`src/rtl/mux_n_pipe_pkg.sv`:
```
// Shared types and helpers for the registered N-input selection stage.
// Optional skid buffer is controlled by macro MUX_N_PIPE_SKID_EN.
package mux_pkg;

  // Storage occupancy of the stage; TWO is only reachable with the skid buffer.
  typedef enum logic [1:0] {
    EMPTY = 2'd0,
    ONE   = 2'd1,
    TWO   = 2'd2
  } st_t;

  localparam int NIN_MAX = 16;

  // Select width for n inputs, never narrower than one bit.
  function automatic int sel_w(input int n);
    return (n <= 2) ? 1 : $clog2(n);
  endfunction

endpackage

```
`src/rtl/mux_n_sel.sv`:
```
// Combinational word selector: picks Datos[sel] or, for an out-of-range select,
// falls back to the last legal word and raises the error bit.
module mux_n_sel
  import mux_pkg::*;
#(
  parameter  int DB  = 32,
  parameter  int NIN = 4,
  localparam int SW  = sel_w(NIN)
) (
  input  logic [NIN*DB-1:0] i_datos,
  input  logic [SW-1:0]     i_sel,
  input  logic [DB-1:0]     i_last,
  output logic [DB-1:0]     o_word,
  output logic              o_err
);

  // Scan the legal inputs so an out-of-range select never indexes past Datos.
  always_comb begin
    o_word = i_last;
    o_err  = 1'b1;
    for (int i = 0; i < NIN; i++) begin
      if (i_sel == SW'(i)) begin
        o_word = i_datos[i*DB +: DB];
        o_err  = 1'b0;
      end
    end
  end

endmodule

```
`src/rtl/mux_n_pipe.sv`:
```
// Registered N-input selection stage with valid/ready handshake and flush.
// Define MUX_N_PIPE_SKID_EN for a two-word skid buffer with registered in_ready;
// otherwise the stage holds one word and in_ready is combinational from out_ready.
module mux_n_pipe
  import mux_pkg::*;
#(
  parameter  int DB  = 32,
  parameter  int NIN = 4,
  localparam int SW  = sel_w(NIN)
) (
  input  logic              clk,
  input  logic              reset,
  input  logic [NIN*DB-1:0] Datos,
  input  logic [SW-1:0]     Sel,
  input  logic              in_valid,
  output logic              in_ready,
  input  logic              Flush,
  output logic [DB-1:0]     Salida,
  output logic              out_valid,
  input  logic              out_ready,
  output logic              SelErr
);

  st_t           r_state;
  st_t           w_state_nxt;
  logic [DB-1:0] r_main;
  logic          r_main_err;
  logic [DB-1:0] r_last;
  logic          r_out_valid;
  logic [DB-1:0] w_word;
  logic          w_err;
  logic          w_accept;
  logic          w_consume;

  mux_n_sel #(.DB(DB), .NIN(NIN)) u_sel (
    .i_datos (Datos),
    .i_sel   (Sel),
    .i_last  (r_last),
    .o_word  (w_word),
    .o_err   (w_err)
  );

`ifdef MUX_N_PIPE_SKID_EN
  logic [DB-1:0] r_skid;
  logic          r_skid_err;
  logic          r_in_ready;

  assign in_ready = r_in_ready && !Flush;
`else
  assign in_ready = (!r_out_valid || out_ready) && !Flush;
`endif

  assign w_accept  = in_valid && in_ready;
  assign w_consume = r_out_valid && out_ready;
  assign Salida    = r_main;
  assign SelErr    = r_main_err;
  assign out_valid = r_out_valid;

  // Next occupancy; flush wins over any accept or consume in the same cycle.
  always_comb begin
    w_state_nxt = r_state;
    if (Flush) begin
      w_state_nxt = EMPTY;
    end else begin
      case (r_state)
        EMPTY: if (w_accept) w_state_nxt = ONE;
        ONE: begin
`ifdef MUX_N_PIPE_SKID_EN
          if (w_accept && !w_consume) w_state_nxt = TWO;
          else if (!w_accept && w_consume) w_state_nxt = EMPTY;
`else
          if (!w_accept && w_consume) w_state_nxt = EMPTY;
`endif
        end
`ifdef MUX_N_PIPE_SKID_EN
        TWO: if (w_consume) w_state_nxt = ONE;
`endif
        default: w_state_nxt = EMPTY;
      endcase
    end
  end

  // Occupancy register; out_valid is kept as its own flop so it is a clean register output.
  always_ff @(posedge clk or posedge reset) begin
    if (reset) begin
      r_state     <= EMPTY;
      r_out_valid <= 1'b0;
    end else begin
      r_state     <= w_state_nxt;
      r_out_valid <= (w_state_nxt != EMPTY);
    end
  end

`ifdef MUX_N_PIPE_SKID_EN
  // Registered ready: drops the cycle after the skid slot fills, no path from out_ready.
  always_ff @(posedge clk or posedge reset) begin
    if (reset) r_in_ready <= 1'b1;
    else       r_in_ready <= (w_state_nxt != TWO);
  end
`endif

  // Data registers: main, optional skid, and the last legal word for out-of-range fallback.
  always_ff @(posedge clk or posedge reset) begin
    if (reset) begin
      r_main     <= '0;
      r_main_err <= 1'b0;
      r_last     <= '0;
`ifdef MUX_N_PIPE_SKID_EN
      r_skid     <= '0;
      r_skid_err <= 1'b0;
`endif
    end else if (!Flush) begin
      if (w_accept && !w_err) r_last <= w_word;
      case (r_state)
        EMPTY: begin
          if (w_accept) begin
            r_main     <= w_word;
            r_main_err <= w_err;
          end
        end
        ONE: begin
          if (w_accept && w_consume) begin
            r_main     <= w_word;
            r_main_err <= w_err;
          end
`ifdef MUX_N_PIPE_SKID_EN
          else if (w_accept) begin
            r_skid     <= w_word;
            r_skid_err <= w_err;
          end
`endif
        end
`ifdef MUX_N_PIPE_SKID_EN
        TWO: begin
          if (w_consume) begin
            r_main     <= r_skid;
            r_main_err <= r_skid_err;
          end
        end
`endif
        default: ;
      endcase
    end
  end

endmodule

```
`config.mk`:
```
export PLATFORM = sky130hd
export DESIGN_NAME = mux_n_pipe
export DESIGN_NICKNAME = d
export VERILOG_FILES = /design/src/rtl/mux_n_pipe_pkg.sv /design/src/rtl/mux_n_sel.sv /design/src/rtl/mux_n_pipe.sv
export SDC_FILE = /design/constraint.sdc
export NUM_CORES = 1
export LEC_CHECK = 0
export BUFFER_PORTS_ARGS = -buffer_cell sky130_fd_sc_hd__buf_2
export CORE_ASPECT_RATIO = 0.7
export CORE_MARGIN = 2
export CORE_UTILIZATION = 37
export CTS_BUF_LIST = sky130_fd_sc_hd__clkbuf_4 sky130_fd_sc_hd__clkbuf_8
export DETAILED_ROUTE_END_ITERATION = 8
export PLACE_DENSITY = 0.78
export SKIP_LAST_GASP = 1
export SYNTH_ARGS = -nofsm -noshare
export SYNTH_HDL_FRONTEND = slang
export SYNTH_SLANG_ARGS = --single-unit
```
`constraint.sdc`:
```
create_clock -name clk -period 1.4 [get_ports clk]
set_input_delay 0.07 -clock clk [delete_from_list [all_inputs] [get_ports clk]]
set_output_delay 0.07 -clock clk [all_outputs]
set_load 0.02 [all_outputs]
```
---- Yosys cells after proc, flatten, opt, wreduce, memory -nomap -nowiden ----
Cells that the tools add are included.
operators by class
  equal/unequal tests ..................... 6
  muxes and demuxes ....................... 18
  bitwise gates (word level) .............. 1
  reductions and logical operators ........ 17
operators by type and width
  cell                  count
  $mux W32              6
  $pmux W32 S2          1
  $logic_and A1 B1 Y1   6
  $mux W1               6
  $mux W2               3
  $eq A2 B1 Y1 const B  2
  $eq A2 B2 Y1 const B  2
  $logic_not A1 Y1      4
  $logic_not A2 Y1      2
  $ne A2 B2 Y1 const B  2
  $pmux W2 S2           1
  $reduce_and A4 Y1     1
  $reduce_bool A2 Y1    2
  $pmux W1 S2           1
  $reduce_and A2 Y1     1
  $logic_or A1 B1 Y1    1
  $not A1 Y1            1
storage, ports and cells
  register bits ........................... 68
  input port bits ......................... 135
  logic and storage cells ................. 47

---- Logic depth before layout (Yosys ltp) ----
Gate-level depths: netlist of the first run.
  word-level depth ........................ 10
  gate-level depth with buffers ........... 5
  depth with buffers taken out ............ 4

---- Hierarchy ----
Synthesis of the first run repeated with hierarchy kept, for this count alone.
second synthesis, totals
  cells, all modules ...................... 196
  area, all modules ....................... 3552.2 µm²
by module, submodules not included
  module      times used  cells each  area an instance (µm²)
  mux_n_pipe  1           155         2726.4
  mux_n_sel   1           41          825.8

---- Least setup slack after synthesis of the first run ----
No wires, ideal clock.
  path type ............................... reg-to-reg
  start point ............................. register r_out_valid, in the netlist out_valid
  end point ............................... register r_main[12], in the netlist Salida[12]
  library setup time ...................... 128 ps
  arrival ................................. 1374 ps
  setup slack ............................. -101 ps
  stages on the path, launching flop included .. 6
  clock period less this slack ............ 1501 ps
  path through ............................ dfrtp_1 > nor2b_4 > nor3b_4 > nand2_2 > buf_4 > mux2_1
on the way
  longest elaborated chain between the ends .. 7
  elaborated cells on any way between the ends .. 9
  classes of those cells .................. eq/ne (2); reduce/logical (7)
ends and longest elaborated chain
  what                             line               text
  start: declaration               mux_n_pipe.sv:29   logic r_out_valid;
  start signal: assignment         mux_n_pipe.sv:90   r_out_valid <= (w_state_nxt != EMPTY);
  $logic_not A1 Y1                 mux_n_pipe.sv:50   assign in_ready = (!r_out_valid || out_ready) && !Flush;
  $logic_or A1 B1 Y1               mux_n_pipe.sv:50
  $logic_and A1 B1 Y1              mux_n_pipe.sv:50
  $logic_and A1 B1 Y1              mux_n_pipe.sv:53   assign w_accept = in_valid && in_ready;
  $logic_and A1 B1 Y1              mux_n_pipe.sv:122  if (w_accept && w_consume) begin
  $ne A2 B2 Y1 (no line)           n/a
  $reduce_and A4 Y1 (no line) (*)  n/a
  end signal: assignment           mux_n_pipe.sv:117  r_main <= w_word;
  end signal: assignment           mux_n_pipe.sv:123  r_main <= w_word;
  end: declaration                 mux_n_pipe.sv:26   logic [DB-1:0] r_main;
Mark *: on every way between the ends. The rest lies on a longest branch, timed or not.
A chain may end at the register's enable or synchronous reset.

---- Worst setup path in the final report of the first run ----
  start point ............................. register r_out_valid, in the netlist out_valid
  end point ............................... register r_main[27], in the netlist Salida[27]
The elaborated chain is that of the path after synthesis.

==> summary.md, run 1 <==
| Metric | Value |
|---|---|
| Critical path data required time | `1560 ps` |
| Post-DP HPWL | `about 5.0 mm` |
| PortBufs | `approximately 170` |
| Netlist cell types | `19` |
| Crit Path Max Fanout | `25` |
| Starting Density | `38.6%` |
| Worst Hold Class | `in -> reg` |
| Maximum clock rate | `692 MHz` |
| Most frequent cell after synthesis | `dfrtp_1` |
| Initial antenna violation count | `0` |
| Ys Warns | `0` |
| Clk buf depth | `2` |
| FF-to-FF path depth | `5` |
| Clk_skew | `roughly 7.4 ps` |
| Worst setup path startpoint | `out_valid` |
| CP Buf/Inv Count | `1` |
| Pin count of the biggest net entering global routing | `37` |
| Levels on crit path | `5` |
| Asr flop ratio synth | `100%` |
| DRT Pass-1 Iters | `4` |
| Most frequent cells after synthesis | `36 x dfrtp_1, 23 x mux2_2, 16 x mux4_1, 16 x mux4_2, 9 x mux2_1` |
| Clock slew seen by the registers of the worst setup and hold paths | `roughly 70 ps` |
| Synth top area share | `between 40% and 50%` |
| Peak VDD IR | `around 0.45 mV` |
| Worst Path Arrival | `1600 ps` |
| Root Driver | `clkbuf_8` |
| Crit path launch type | `register` |
| Placement Setup Slack | `-28.1 ps` |
| Fin worst setup slack | `-44.9 ps` |
| Syn nets | `260` |
| CP Capture Type | `register` |
| CTS tree | `done` |
| Top_reg_cell synth | `dfrtp_1` |
| Die ar. | `~6600 sq um` |
| Post-route DRC | `0` |
| Post-Syn Instances | `approximately 130` |
| Drt wl/cell | `~16 microns` |
| Top cell family by delay on the critical path | `simple AND/OR/NAND/NOR gates` |
| Placer Congestion | `0.805` |
| Post-synthesis sequential area ratio | `40.6%` |
| First-pass GRT wire length | `about 8.8 mm` |
| Post-Syn Area per Cell | `approximately 18 sq um` |
| Total track usage | `roughly 18%` |
| Tmin final | `between 1000 and 1500 ps` |
| TritonCTS Buffers | `5` |
| Vias | `between 1500 and 2000` |
| RR Startpoint | `out_valid` |
| Io pins | `170` |
| RSZ-0062 raised after global routing | `yes` |
| Post-synth top area cell | `dfrtp_1` |
| Htree depth | `2` |
| Final wirelength | `5.93 mm` |
| Vias per std cell | `~5` |
| CP cell instances | `nor2b_4 -> nor3b_4 -> nand2_2 -> buf_12 -> mux2_1` |
| Largest cells by area after synthesis | `dfrtp_1 41%, mux4_1 19%, mux4_2 16%` |
| Area growth, synth to finish | `48.3%` |
| #FFs+latches synth | `36` |
| R2R Setup Slk | `-40 ps` |
| Setup CP Type | `reg -> reg` |
| Post-layout util | `a little under three fifths` |
| R2r endpoint | `Salida[27]` |
| Setup_tns | `-412 ps` |
| Total grt overflow | `0` |
| Slowest CP cell | `dfrtp_2` |
| Pins Over Slew Limit | `0` |
| CTS sink count | `36` |
| Die X | `96.6 microns` |
| Global routing usage on met2 | `around 31%` |
| Status | `finished, violations left` |
| GRT Max-Usage Layer | `met2` |
| GR Util met1 | `between 20% and 30%` |
| Final setup vio count | `28` |
| Failing checks | `setup timing` |
| Post-Place Cell Area | `between 3000 and 4000 sq um` |
| 1st-iter DRT viols | `24` |
| Final Hold Fails | `0` |
| Nets | `between 400 and 500` |
| Post-synth EDFFs | `0` |
| Finished Cell Area | `3290 sq um` |
| Period utilization | `103%` |
| Setup crit end | `Salida[27]` |
| Clock latency on the worst-skew pair | `~280 ps` |
| Setup bufs post-CTS | `0` |
| CP max stage delay | `400 ps` |
| Row count | `23` |
| Die Y | `68.8 microns` |
| Core ar. | `between 5000 and 6000 sq um` |
| Share of layout cells above drive strength 1 | `roughly three quarters` |
| Inserted Diodes | `0` |
| Vias in the first global route | `slightly below 2000` |
| Cell area after synthesis | `2220 sq um` |
| Leakage power | `~1.7 nW` |
| Pwr/cell area | `between 1000 and 1500 nW/um^2` |
| GRT met3 Usage | `5.33%` |
| Antenna Nets Post-Route | `0` |
| Max_cap viols | `0` |
-- kinds of logic after synthesis --
kind of cell           share of synthesized area (%)
buffers and inverters                           4.06
muxes                                           51.4
DFF                                             40.6
and+or+nand+nor                                 3.55
AOI/OAI and AO/OA                              0.225
other                                          0.169
-- area by class of cell --
| type | count | area (sq um) |
|---|---|---|
| clock inverter | 2 | 10.0 |
| fill | 499 | 2460 |
| tap | 75 | 93.8 |
| inverter | 2 | 7.51 |
| timing repair buffer | 178 | 966 |
| sequential | 36 | 902 |
| multi-input combinational | 77 | 1230 |
| clock buffer | 6 | 82.6 |
-- flip-flops by register name (all words and copies together), names as in the netlist --
name and flops:
r_state 2, out_valid 1, Salida 32, SelErr 1
-- worst min-delay path by stage --
stage / slack [ps] / start / cells after the start / endpoint
2_1_floorplan: 140 / Flush / 1 / out_valid
3_3_place_gp: 200 / reset / 3 / Salida[20]
3_5_place_dp: 200 / reset / 3 / Salida[20]
4_1_cts: 20 / Flush / 2 / out_valid
5_1_grt: 30 / Flush / 2 / r_state[0]
6_report: 40 / Flush / 2 / out_valid
-- power breakdown --
group / switching [mW] / internal [mW] / total (mW)
Clock: 0.343 / 0.392 / 0.735
Combinational: 0.676 / 0.654 / 1.33
Sequential: 0.131 / 1.30 / 1.43
Total: 1.15 / 2.34 / 3.49
-- worst register-to-register path, stage by stage, from the launching register on --
cell,delay (ps)
dfrtp_2,400
nor2b_4,140
nor3b_4,170
nand2_2,100
buf_12,170
mux2_1,340
-- metal layers --
metal,vias up,wire length [microns]
li1,861,-
met3,6,592
met4,0,42
met1,897,2380
met5,-,0
met2,94,2920
-- what timing repair did --
| item | 4_1_cts | 5_1_grt |
|---|---|---|
| hold endpoints to repair | 36 | 0 |
| endpoints found under the setup margin | 30 | 32 |
| cloned | 0 | 0 |
| hold buffers | 1 | 0 |
| resized for setup | 0 | 0 |
-- metrics by stage --
stage               instances  power (mW)  hold WS, ps
floorplan                 125        2.22          139
global placement          367        2.74          199
detailed placement        367        2.79          203
CTS                       376        3.54         22.1
global route              376        3.70         34.1
finish                    376        3.49         35.1
-- cell usage in the layout, fill, tap and decap left out, drive strengths merged --
| master | count |
|---|---|
| nor4 | 2 |
| clkinv | 2 |
| mux2 | 32 |
| mux4 | 32 |
| nand2 | 2 |
| and2 | 1 |
| conb | 1 |
| a21oi | 1 |
| inv | 2 |
| nor2 | 3 |
| nor2b | 2 |
| dfrtp | 36 |
| clkbuf | 6 |
| dlygate4sd3 | 1 |
| buf | 177 |
| nor3b | 1 |
No activity file was read; power rests on OpenSTA's default activity.
==> inputs of run 2 (changes only) <==
--- a/config.mk
+++ b/config.mk
@@ -8,11 +8,12 @@
 export BUFFER_PORTS_ARGS = -buffer_cell sky130_fd_sc_hd__buf_2
 export CORE_ASPECT_RATIO = 0.7
 export CORE_MARGIN = 2
-export CORE_UTILIZATION = 37
+export CORE_UTILIZATION = 40
 export CTS_BUF_LIST = sky130_fd_sc_hd__clkbuf_4 sky130_fd_sc_hd__clkbuf_8
 export DETAILED_ROUTE_END_ITERATION = 8
-export PLACE_DENSITY = 0.78
+export PLACE_DENSITY = 0.73
 export SKIP_LAST_GASP = 1
 export SYNTH_ARGS = -nofsm -noshare
 export SYNTH_HDL_FRONTEND = slang
+export SYNTH_HIERARCHICAL = 1
 export SYNTH_SLANG_ARGS = --single-unit
==> run 2 against run 1 <==
The flow still finishes with violations (setup timing). Non-clock buffer count is 5 higher. Final area is 6.8% higher. Die area is 1.2% lower. Sequential power hardly changed. Total power is 8.8% higher. Critical path depth stayed put. Worst hold slack better by 130 ps. Worst setup slack better by 18 ps. Clock power is 7.8% higher. Critical path type unchanged. Largest power group is now combinational cells. Highest routed layer unchanged.
==> summary.md, run 2 <==
| Metric | Value |
|---|---|
| Root Driver | `clkbuf_8` |
| Gate power share | `roughly two fifths` |
| R2r endpoint | `Salida[10]` |
| Post-Syn Area per Cell | `roughly 18 sq um` |
| Fin worst setup slack | `-26.4 ps` |
| 1st-iter DRT viols | `60` |
| Commonest non-fill, non-tap cell in the layout | `buf_2` |
| Inst Count DP | `around 370` |
| Hold depth | `3` |
| Initial antenna violation count | `0` |
| Post-Place Cell Area | `3290 sq um` |
| Clock slew seen by the registers of the worst setup and hold paths | `70 ps` |
| Hold path start | `in_valid` |
| Critical path data required time | `roughly 1600 ps` |
| Crit Path Max Fanout | `6` |
| Syn nets | `around 270` |
| Die ar. | `roughly 6600 sq um` |
| Io pins | `170` |
| Antenna Nets Post-Route | `0` |
| Worst Hold End | `r_state[0]` |
| Row count | `23` |
| Placer Congestion | `between 0.7 and 0.8` |
| Post-DP HPWL | `approximately 5 mm` |
| Post-route DRC | `0` |
| Clock latency on the worst-skew pair | `~280 ps` |
| Maximum clock rate | `roughly 700 MHz` |
| Peak VDD IR | `approximately 0.34 mV` |
| Clk_skew | `roughly 4.7 ps` |
| Worst Hold Class | `in -> reg` |
| RSZ-0062 raised after global routing | `yes` |
| Tmin final | `1430 ps` |
| Pins Over Slew Limit | `0` |
| Cell area after synthesis | `around 2400 sq um` |
| First-pass GRT wire length | `approximately 9.1 mm` |
| Net switching power | `about 1.2 mW` |
| Vias per std cell | `~5` |
| Finished Cell Area | `3510 sq um` |
| RR Startpoint | `out_valid` |
| Nets | `443` |
| Reg power frac | `approximately two fifths` |
| Commonest cells after routing, fill and taps aside | `169 x buf_2, 35 x dfrtp_1, 31 x mux2_4, 30 x mux4_2` |
| Status | `finished, violations left` |
| Ys Warns | `6` |
| Pwr/cell area | `approximately 1100 nW/um^2` |
| Post-Layout Cell Count | `between 300 and 400` |
| Leakage power | `about 1.8 nW` |
| Pin count of the biggest net entering global routing | `37` |
| Clk buf depth | `2` |
| TritonCTS Buffers | `5` |
| CTS tree | `done` |
| Total grt overflow | `0` |
| CP Capture Type | `register` |
| Core ar. | `roughly 5700 sq um` |
| Post-layout util | `61.4%` |
| Vias in the first global route | `1903` |
| PortBufs | `~170` |
| Largest register FFs | `32` |
| Share of layout cells above drive strength 1 | `between 80% and 90%` |
| Final wirelength | `6.64 mm` |
| Period utilization | `102%` |
| Post-Syn Instances | `130` |
| Final setup vio count | `28` |
| CTS sink count | `36` |
| Vias | `approximately 1900` |
| Htree depth | `2` |
| FF-to-FF path depth | `5` |
| Drt wl/cell | `~17 microns` |
| Failing checks | `setup timing` |
| Switching share of power | `between 30% and 40%` |
| Setup CP Type | `reg -> reg` |
| Die X | `about 96 microns` |
| Worst Path Arrival | `roughly 1600 ps` |
| Starting Density | `41.4%` |
| Int Power | `roughly 2.6 mW` |
| Total track usage | `18.7%` |
| Inserted Diodes | `0` |
| Max_cap viols | `0` |
| R2R Setup Slk | `-30 ps` |
| Crit path launch type | `register` |
| Area growth, synth to finish | `48.4%` |
| DRT Pass-1 Iters | `4` |
| Final Hold Fails | `0` |
| Clock share of power | `about a fifth` |
| Die Y | `just under 70 microns` |
run 2: cell types whose count changed in the layout (fill, tap and decap cells not counted), sizes merged, moves of 2 or more:
cell | before | now
nor2b | 2 | 0
clkbuf | 6 | 11
nor4 | 2 | 0
clkinv | 2 | 0
buf | 177 | 179
run 2: layer usage:
layer / GRT usage (%) / share of wire (%) / vias up
met5: 0 / 0 / -
met4: 6.79 / 1.5 / 0
met3: 4.52 / 7.8 / 12
met2: 31.8 / 51 / 87
met1: 23.4 / 40 / 953
li1: - / - / 876
run 2: worst max-delay path by stage:
| stage | slack (ps) | endpoint | from | depth (start not counted) |
|---|---|---|---|---|
| floorplan | 5 | Salida[10] | out_valid | 3 |
| global placement | 20 | Salida[23] | out_valid | 3 |
| detailed placement | -20 | Salida[23] | out_valid | 3 |
| CTS | -30 | Salida[25] | out_valid | 3 |
| global route | -60 | Salida[10] | out_valid | 5 |
| finish | -30 | Salida[10] | out_valid | 5 |
run 2: worst max-delay path, stage by stage, from the launching register on:
cell and delay (ps):
dfrtp_2 450, nand2b_4 100, o2111ai_4 130, buf_12 170, clkbuf_16 160, mux2_4 290
run 2: power by group through the flow:
stage / Sequential (mW) / Combinational [mW] / Clock [mW]
2_1_floorplan: 1.78 / 0.649 / 0
4_1_cts: 1.45 / 1.54 / 0.813
3_5_place_dp: 1.46 / 1.53 / 0
5_1_grt: 1.48 / 1.66 / 0.847
6_report: 1.45 / 1.56 / 0.792
3_3_place_gp: 1.46 / 1.49 / 0
run 2: layout make-up:
class                           instances  area, sq um
Inverter                                3         11.3
Timing Repair Buffer                  183         1080
Tap cell                               75         93.8
Fill cell                             498         2210
Clock buffer                            8         97.6
Multi-Input combinational cell         79         1330
Sequential cell                        36          902
run 2: through the flow:
step	TNS (ps)	worst slack [ps]	power (mW)	hold WS, ps
after floorplan	0	4.96	2.43	237
after global placement	0	18.2	2.95	195
after detailed placement	-40.2	-19.0	2.99	216
after CTS	-77.9	-29.2	3.80	160
after global routing	-1420	-60.0	3.99	182
final	-414	-26.4	3.80	164
run 2: what timing repair did:
action | 4_1_cts | 5_1_grt
pin swaps | 0 | 1
endpoints found under the hold margin | 36 | 0
buffers inserted | 0 | 2
gates resized for setup | 0 | 2
endpoints found under the setup margin | 3 | 19
hold buffers | 1 | 0
cloned | 0 | 4
